**config.mk**
```make
export PLATFORM = sky130hd
export DESIGN_NAME = spi_rom_reader_flat
export DESIGN_NICKNAME = d
export VERILOG_FILES = /design/src/rtl/spi_rom_pkg.sv /design/src/rtl/spi_rom_reader_if.sv /design/src/rtl/spi_rom_shifter.sv /design/src/rtl/spi_rom_reader.sv /design/src/flat_wrapper.sv
export SDC_FILE = /design/constraint.sdc
export NUM_CORES = 1
export LEC_CHECK = 0
export ABC_CLOCK_PERIOD_IN_PS = 4019
export CAP_MARGIN = 5
export CORE_MARGIN = 4
export CORE_UTILIZATION = 25
export CTS_BUF_LIST = sky130_fd_sc_hd__clkbuf_4 sky130_fd_sc_hd__clkbuf_8
export CTS_CLUSTER_DIAMETER = 30
export DETAILED_ROUTE_END_ITERATION = 12
export MAX_ROUTING_LAYER = met4
export REMOVE_ABC_BUFFERS = 1
export SLEW_MARGIN = 20
export SYNTH_ARGS = -nofsm -noshare
export SYNTH_HDL_FRONTEND = slang
export SYNTH_SLANG_ARGS = --single-unit
export TNS_END_PERCENT = 50
```
**constraint.sdc**
```tcl
create_clock -name clk -period 4.02 [get_ports clk]
set_input_delay 1.206 -clock clk [delete_from_list [all_inputs] [get_ports clk]]
set_output_delay 1.206 -clock clk [all_outputs]
set_load 0.02 [all_outputs]
```
**src/rtl/spi_rom_pkg.sv**
```systemverilog
// Shared constants and types for the SPI ROM read sequencer.
// Covers the READ command, the command+address frame length and the FSM states.
package spi_rom_pkg;

    localparam logic [7:0] CMD_READ      = 8'h03;
    localparam int         CMD_ADDR_BITS = 32;

    typedef enum logic [1:0] {
        IDLE,
        SHIFT_OUT,
        SHIFT_IN
    } state_e;

    // Total SCLK bits in a burst of nbytes data bytes.
    function automatic int unsigned burst_bits(input int unsigned nbytes);
        return CMD_ADDR_BITS + 8 * nbytes;
    endfunction

endpackage

```
**src/rtl/spi_rom_reader_if.sv**
```systemverilog
// Requester handshake plus SPI pin bundle for spi_rom_reader.
// The master side is the fetch logic together with the memory's MISO pin.
interface spi_rom_reader_if #(
    parameter int LEN_W = 8
);
    logic             start;
    logic [23:0]      addr;
    logic [LEN_W-1:0] len;
    logic             abort;
    logic             busy;
    logic [7:0]       data;
    logic             data_valid;
    logic             done;
    logic             spi_cs;
    logic             spi_sclk;
    logic             spi_mosi;
    logic             spi_miso;

    modport master (
        output start, addr, len, abort, spi_miso,
        input  busy, data, data_valid, done, spi_cs, spi_sclk, spi_mosi
    );

    modport slave (
        input  start, addr, len, abort, spi_miso,
        output busy, data, data_valid, done, spi_cs, spi_sclk, spi_mosi
    );
endinterface

```
**src/rtl/spi_rom_shifter.sv**
```systemverilog
// MSB-first parallel-load out-shifter for cmd+addr, plus the MISO in-shifter.
// byte_o is the byte that completes if the current MISO bit is shifted in now.
module spi_rom_shifter
    import spi_rom_pkg::*;
(
    input  logic                     clk,
    input  logic                     reset,
    input  logic                     load_i,
    input  logic [CMD_ADDR_BITS-1:0] load_val_i,
    input  logic                     shift_i,
    input  logic                     clr_i,
    input  logic                     miso_i,
    output logic                     mosi_o,
    output logic [7:0]               byte_o
);

    logic [CMD_ADDR_BITS-1:0] out_q;
    logic [6:0]               in_q;

    // Zeros shift in behind the frame, so MOSI idles low once cmd+addr is out.
    always_ff @(posedge clk or posedge reset) begin
        if (reset) begin
            out_q <= '0;
            in_q  <= '0;
        end else if (clr_i) begin
            out_q <= '0;
            in_q  <= '0;
        end else if (load_i) begin
            out_q <= load_val_i;
        end else if (shift_i) begin
            out_q <= {out_q[CMD_ADDR_BITS-2:0], 1'b0};
            in_q  <= {in_q[5:0], miso_i};
        end
    end

    assign mosi_o = out_q[CMD_ADDR_BITS-1];
    assign byte_o = {in_q, miso_i};

endmodule

```
**src/rtl/spi_rom_reader.sv**
```systemverilog
// SPI ROM read sequencer: sends READ + 24-bit address, then streams len bytes.
// SCLK runs at clk/2, mode 0; MISO is captured on the edge that ends SCLK high.
module spi_rom_reader
    import spi_rom_pkg::*;
#(
    parameter int         LEN_W    = 8,
    parameter logic [7:0] CMD_READ = spi_rom_pkg::CMD_READ
) (
    input logic             clk,
    input logic             reset,
    spi_rom_reader_if.slave bus
);

    localparam int CNT_W = $clog2(CMD_ADDR_BITS + 8 * (2 ** LEN_W - 1));

    state_e           state_q;
    logic             busy_q;
    logic             cs_q;
    logic             sclk_q;
    logic             dv_q;
    logic             done_q;
    logic [7:0]       data_q;
    logic [CNT_W-1:0] bit_q;
    logic [CNT_W-1:0] last_q;

    logic       active;
    logic       accept;
    logic       shift;
    logic       clr;
    logic       mosi;
    logic [7:0] rx_byte;

    assign active = (state_q != IDLE);
    assign accept = (state_q == IDLE) && bus.start && (bus.len != '0);
    assign shift  = active && sclk_q && !bus.abort;
    assign clr    = active && bus.abort;

    spi_rom_shifter u_shifter (
        .clk        (clk),
        .reset      (reset),
        .load_i     (accept),
        .load_val_i ({CMD_READ, bus.addr}),
        .shift_i    (shift),
        .clr_i      (clr),
        .miso_i     (bus.spi_miso),
        .mosi_o     (mosi),
        .byte_o     (rx_byte)
    );

    // bit_q indexes the current bit; last_q is the final bit index of the burst.
    always_ff @(posedge clk or posedge reset) begin
        if (reset) begin
            state_q <= IDLE;
            busy_q  <= 1'b0;
            cs_q    <= 1'b0;
            sclk_q  <= 1'b0;
            dv_q    <= 1'b0;
            done_q  <= 1'b0;
            data_q  <= '0;
            bit_q   <= '0;
            last_q  <= '0;
        end else begin
            dv_q   <= 1'b0;
            done_q <= 1'b0;
            case (state_q)
                IDLE: begin
                    if (accept) begin
                        state_q <= SHIFT_OUT;
                        busy_q  <= 1'b1;
                        cs_q    <= 1'b1;
                        sclk_q  <= 1'b0;
                        bit_q   <= '0;
                        last_q  <= CNT_W'(burst_bits(32'(bus.len)) - 32'd1);
                    end else if (bus.start) begin
                        done_q <= 1'b1;
                    end
                end
                SHIFT_OUT, SHIFT_IN: begin
                    if (bus.abort) begin
                        state_q <= IDLE;
                        busy_q  <= 1'b0;
                        cs_q    <= 1'b0;
                        sclk_q  <= 1'b0;
                    end else if (!sclk_q) begin
                        sclk_q <= 1'b1;
                    end else begin
                        sclk_q <= 1'b0;
                        bit_q  <= bit_q + CNT_W'(1);
                        if (state_q == SHIFT_OUT && bit_q == CNT_W'(CMD_ADDR_BITS - 1))
                            state_q <= SHIFT_IN;
                        // Frame is a multiple of 8 bits, so bytes align on bit_q[2:0].
                        if (state_q == SHIFT_IN && bit_q[2:0] == 3'd7) begin
                            data_q <= rx_byte;
                            dv_q   <= 1'b1;
                        end
                        if (bit_q == last_q) begin
                            state_q <= IDLE;
                            busy_q  <= 1'b0;
                            cs_q    <= 1'b0;
                            done_q  <= 1'b1;
                        end
                    end
                end
                default: state_q <= IDLE;
            endcase
        end
    end

    assign bus.busy       = busy_q;
    assign bus.data       = data_q;
    assign bus.data_valid = dv_q;
    assign bus.done       = done_q;
    assign bus.spi_cs     = cs_q;
    assign bus.spi_sclk   = sclk_q;
    assign bus.spi_mosi   = mosi;

endmodule

```
**src/flat_wrapper.sv**
```systemverilog
// flat-port wrapper written by rule: the top's interface ports become plain ports
module spi_rom_reader_flat import spi_rom_pkg::*;
#(
    parameter int         LEN_W    = 8,
    parameter logic [7:0] CMD_READ = spi_rom_pkg::CMD_READ
)
  (clk, reset, bus_start, bus_addr, bus_len, bus_abort, bus_spi_miso, bus_busy, bus_data, bus_data_valid, bus_done, bus_spi_cs, bus_spi_sclk, bus_spi_mosi);
  spi_rom_reader_if #(.LEN_W(LEN_W)) bus_i ();
  input logic clk;
  input logic reset;
  input wire logic [$bits(bus_i.start)-1:0] bus_start;
  input wire logic [$bits(bus_i.addr)-1:0] bus_addr;
  input wire logic [$bits(bus_i.len)-1:0] bus_len;
  input wire logic [$bits(bus_i.abort)-1:0] bus_abort;
  input wire logic [$bits(bus_i.spi_miso)-1:0] bus_spi_miso;
  output wire logic [$bits(bus_i.busy)-1:0] bus_busy;
  output wire logic [$bits(bus_i.data)-1:0] bus_data;
  output wire logic [$bits(bus_i.data_valid)-1:0] bus_data_valid;
  output wire logic [$bits(bus_i.done)-1:0] bus_done;
  output wire logic [$bits(bus_i.spi_cs)-1:0] bus_spi_cs;
  output wire logic [$bits(bus_i.spi_sclk)-1:0] bus_spi_sclk;
  output wire logic [$bits(bus_i.spi_mosi)-1:0] bus_spi_mosi;
  assign bus_i.start = bus_start;
  assign bus_i.addr = bus_addr;
  assign bus_i.len = bus_len;
  assign bus_i.abort = bus_abort;
  assign bus_i.spi_miso = bus_spi_miso;
  assign bus_busy = bus_i.busy;
  assign bus_data = bus_i.data;
  assign bus_data_valid = bus_i.data_valid;
  assign bus_done = bus_i.done;
  assign bus_spi_cs = bus_i.spi_cs;
  assign bus_spi_sclk = bus_i.spi_sclk;
  assign bus_spi_mosi = bus_i.spi_mosi;
  spi_rom_reader #(.LEN_W(LEN_W), .CMD_READ(CMD_READ)) u_core (.clk(clk), .reset(reset), .bus(bus_i));
endmodule
```
==> metrics.cfg <==
[routing]
routedWlPerCell_um=13.50
postRouteAntennaNets=0
post-route-drc-count=0
drt_wl_total_mm=8.412
firstDrtPassIters=4
num_vias=2889
avgViaCountPerCell=4.637
drt_iter0_markers=146

[sta]
hold_viol_final=0
slew_viol_final=0
tns_ns=0
fin_crit_sh=0.7852
setup_slack_ns=0.8634
slew_headroom=0.3316
fmax_mhz=316.8
tightest_slew_ns=1.001
rsz0062_at_grt=false
final.setup_skew_ns=0.006122
final.min_clock_period_ns=3.157
finalSetupViolCount=0
hold_ws_ns=0.4881

[synth]
yosys.area_share.simple=0.1921
ys_warn_count=0
synth.distinct_cells=47
synth-compound-area-share=0.1528
synth_top_family_by_area=simple AND/OR/NAND/NOR gates
async_flop_share=1.000
synthCells=395
synthAdderAreaFrac=0.02668
avgSynthCellArea_um2=9.496
synth_flop_cell=dfrtp_1
synth_mux_area_frac=0.03002
syn_area_um2=3751
synth_edf_count=0
ys_ff_latch=75
ys_seq_area_frac=0.5003
synth_xor_area_frac=0.05604

[floorplanning]
initial_core_util=0.2571
fp.dieW_um=130.5
core_area_um2=14590
rows=44
dieHeight_um=130.5
design.die.area_um2=17030
ioPinCount=51

[pwr]
p_leak_nw=1.957
powerDensity_nw_per_um2=522.3
clockPowerShare=0.245
power.switching_uw=842.0
switching_share=0.3476
seqPwrFrac=0.440
combPwrFrac=0.315
p_int_mw=1.580
vdd_ir_drop_max_mv=0.1821

[clocking]
ctsHoldBuffers=0
htreeDepth=3
clk_path_buf_depth=2
cts_tree=yes
post_cts_buffers=0
clk_transition_reported_paths_ns=0.07
clkLatencyLatePin_ns=0.34
cts.sinks=75
cts_buffers=9
clk_root_buffer_cell=clkbuf_8
cts_resized=0

[place]
globalplace.congestion=0.7747
pre_cts_ws_ns=0.5163
port_buffers=50
hpwlAfterDp_mm=5.770

[worst_hold_path]
min_path_type=reg -> reg

[layout]
final_common_cell=nand2_1
fin_nets=480
layout_common_cells=nand2_1 (89), dfrtp_1 (75), clkdlybuf4s50_1 (50), nor2_1 (37), a311oi_1 (23)
syn_to_final_growth_pct=23.65
diodes=0
drive_gt1_frac=0.08428
final_util=0.3179

[worst_setup_path]
max_stage_delay_ns=0.53
crit_chain=clkdlybuf4s50_1, inv_1, ha_1, or3b_2, o21bai_4, buf_12, nor2_1, a311oi_1
end_kind=register
cp_slowest_cell=or3b_2
arrival_ns=3.39
critPathKind=in -> reg
critPathRequiredTime_ns=4.25
crit_path_start_kind=input pin
cp_max_fo=70

[grt]
grt_pass1_wl_mm=14.40
grt_usage=0.1081
grt_max_degree=76
grt_pass1_vias=2873
grt-ovfl-total=0
antenna_found_initial=0

[job]
cap_viol_max_count=0

[status]
status=completed

==> per-layer routing <==
layer	global-route usage	wire length [um]
met5	-	0
met4	0.03811	31
met3	0.02276	226
met2	0.1624	4144
met1	0.1448	4009
==> metrics by stage <==
stage | area [um^2] | std cells | power, mW
CTS | 4638 | 623 | 2.461
global route | 4638 | 623 | 2.607
detailed placement | 4437 | 608 | 1.850
global placement | 4437 | 608 | 1.823
finish | 4638 | 623 | 2.422
floorplan | 3627 | 369 | 1.589
==> kinds of logic after synthesis <==
family / after synthesis
muxes: 10
buffers and inverters: 35
xor gates and xnor gates: 24
AOI/OAI and AO/OA: 78
DFF: 75
and+or+nand+nor: 165
adders and majority gates: 8
==> area by class of cell <==
cell class / count / area, um^2
Multi-Input combinational cell: 285 / 1733
Inverter: 9 / 33.78
Fill cell: 1491 / 9951
Tap cell: 184 / 230.2
Sequential cell: 75 / 1877
Clock buffer: 13 / 166.4
Timing Repair Buffer: 55 / 563.0
Clock inverter: 2 / 35.03
==> power groups by stage <==
| stage | combinational (mW) | clock (mW) | sequential, mW |
|---|---|---|---|
| final | 0.763 | 0.594 | 1.07 |
| after CTS | 0.774 | 0.620 | 1.07 |
| after floorplan | 0.527 | 0 | 1.06 |
| after global routing | 0.864 | 0.652 | 1.09 |
| after detailed placement | 0.771 | 0 | 1.08 |
| after global placement | 0.750 | 0 | 1.07 |
==> cells in the mapped netlist, types with 2 or more instances <==
library cell / instances / area share
a21oi_1: 16 / 0.021
a22o_1: 2 / 0.0047
a311oi_1: 23 / 0.054
a31oi_1: 2 / 0.0033
and3_1: 4 / 0.0067
buf_1: 3 / 0.0030
buf_2: 9 / 0.012
buf_4: 2 / 0.0040
clkbuf_1: 11 / 0.011
dfrtp_1: 75 / 0.50
ha_1: 8 / 0.027
inv_1: 8 / 0.0080
mux2_1: 9 / 0.027
nand2_1: 89 / 0.089
nand2b_1: 3 / 0.0050
nand3_1: 11 / 0.015
nand4_1: 2 / 0.0033
nor2_1: 38 / 0.038
nor2b_1: 5 / 0.0083
nor3_1: 2 / 0.0027
nor4_1: 2 / 0.0033
o2111ai_1: 3 / 0.0070
o211ai_2: 6 / 0.020
o21ai_0: 3 / 0.0040
o21ai_1: 13 / 0.017
o31ai_1: 3 / 0.0060
xnor2_1: 15 / 0.035
xor2_1: 9 / 0.021
==> registers in the layout, indices dropped and copies added (netlist names) <==
| register | cells |
|---|---|
| u_core.bit_q | 12 |
| u_core.bus.busy | 1 |
| u_core.bus.spi_sclk | 1 |
| u_core.bus.done | 1 |
| u_core.u_shifter.in_q | 7 |
| u_core.state_q | 2 |
| u_core.bus.data | 8 |
| u_core.u_shifter.out_q | 32 |
| u_core.bus.data_valid | 1 |
| u_core.last_q | 10 |
==> path summary, 6_finish.rpt <==
path / from / endpoint / slack (ns) / depth (start not counted)
worst min-delay path: u_core.bus.data[3]$_DFFE_PP0P_ / u_core.bus.data[3]$_DFFE_PP0P_ / 0.49 / 1
worst max-delay path: bus_len[0] / u_core.u_shifter.out_q[19]$_DFFE_PP0P_ / 0.86 / 8
min in group asynchronous: reset / u_core.bus.data[2]$_DFFE_PP0P_ / 1.26 / 3
worst max register to register: u_core.state_q[0]$_DFFE_PP0P_ / u_core.bit_q[9]$_DFFE_PP0P_ / 1.61 / 6
worst min register to register: u_core.bus.data[3]$_DFFE_PP0P_ / u_core.bus.data[3]$_DFFE_PP0P_ / 0.49 / 1
max in group asynchronous: reset / u_core.bit_q[10]$_DFFE_PP0P_ / 2.42 / 3
==> worst max-delay path, delay by kind of cell <==
kind	cells	cell delay (ns)
AO/OA/AOI/OAI	2	0.51
adder cells (fa/ha/maj)	1	0.19
buffers and inverters	3	0.82
AND/OR/NAND/NOR	2	0.60
Power figures use the tool's default switching activity.
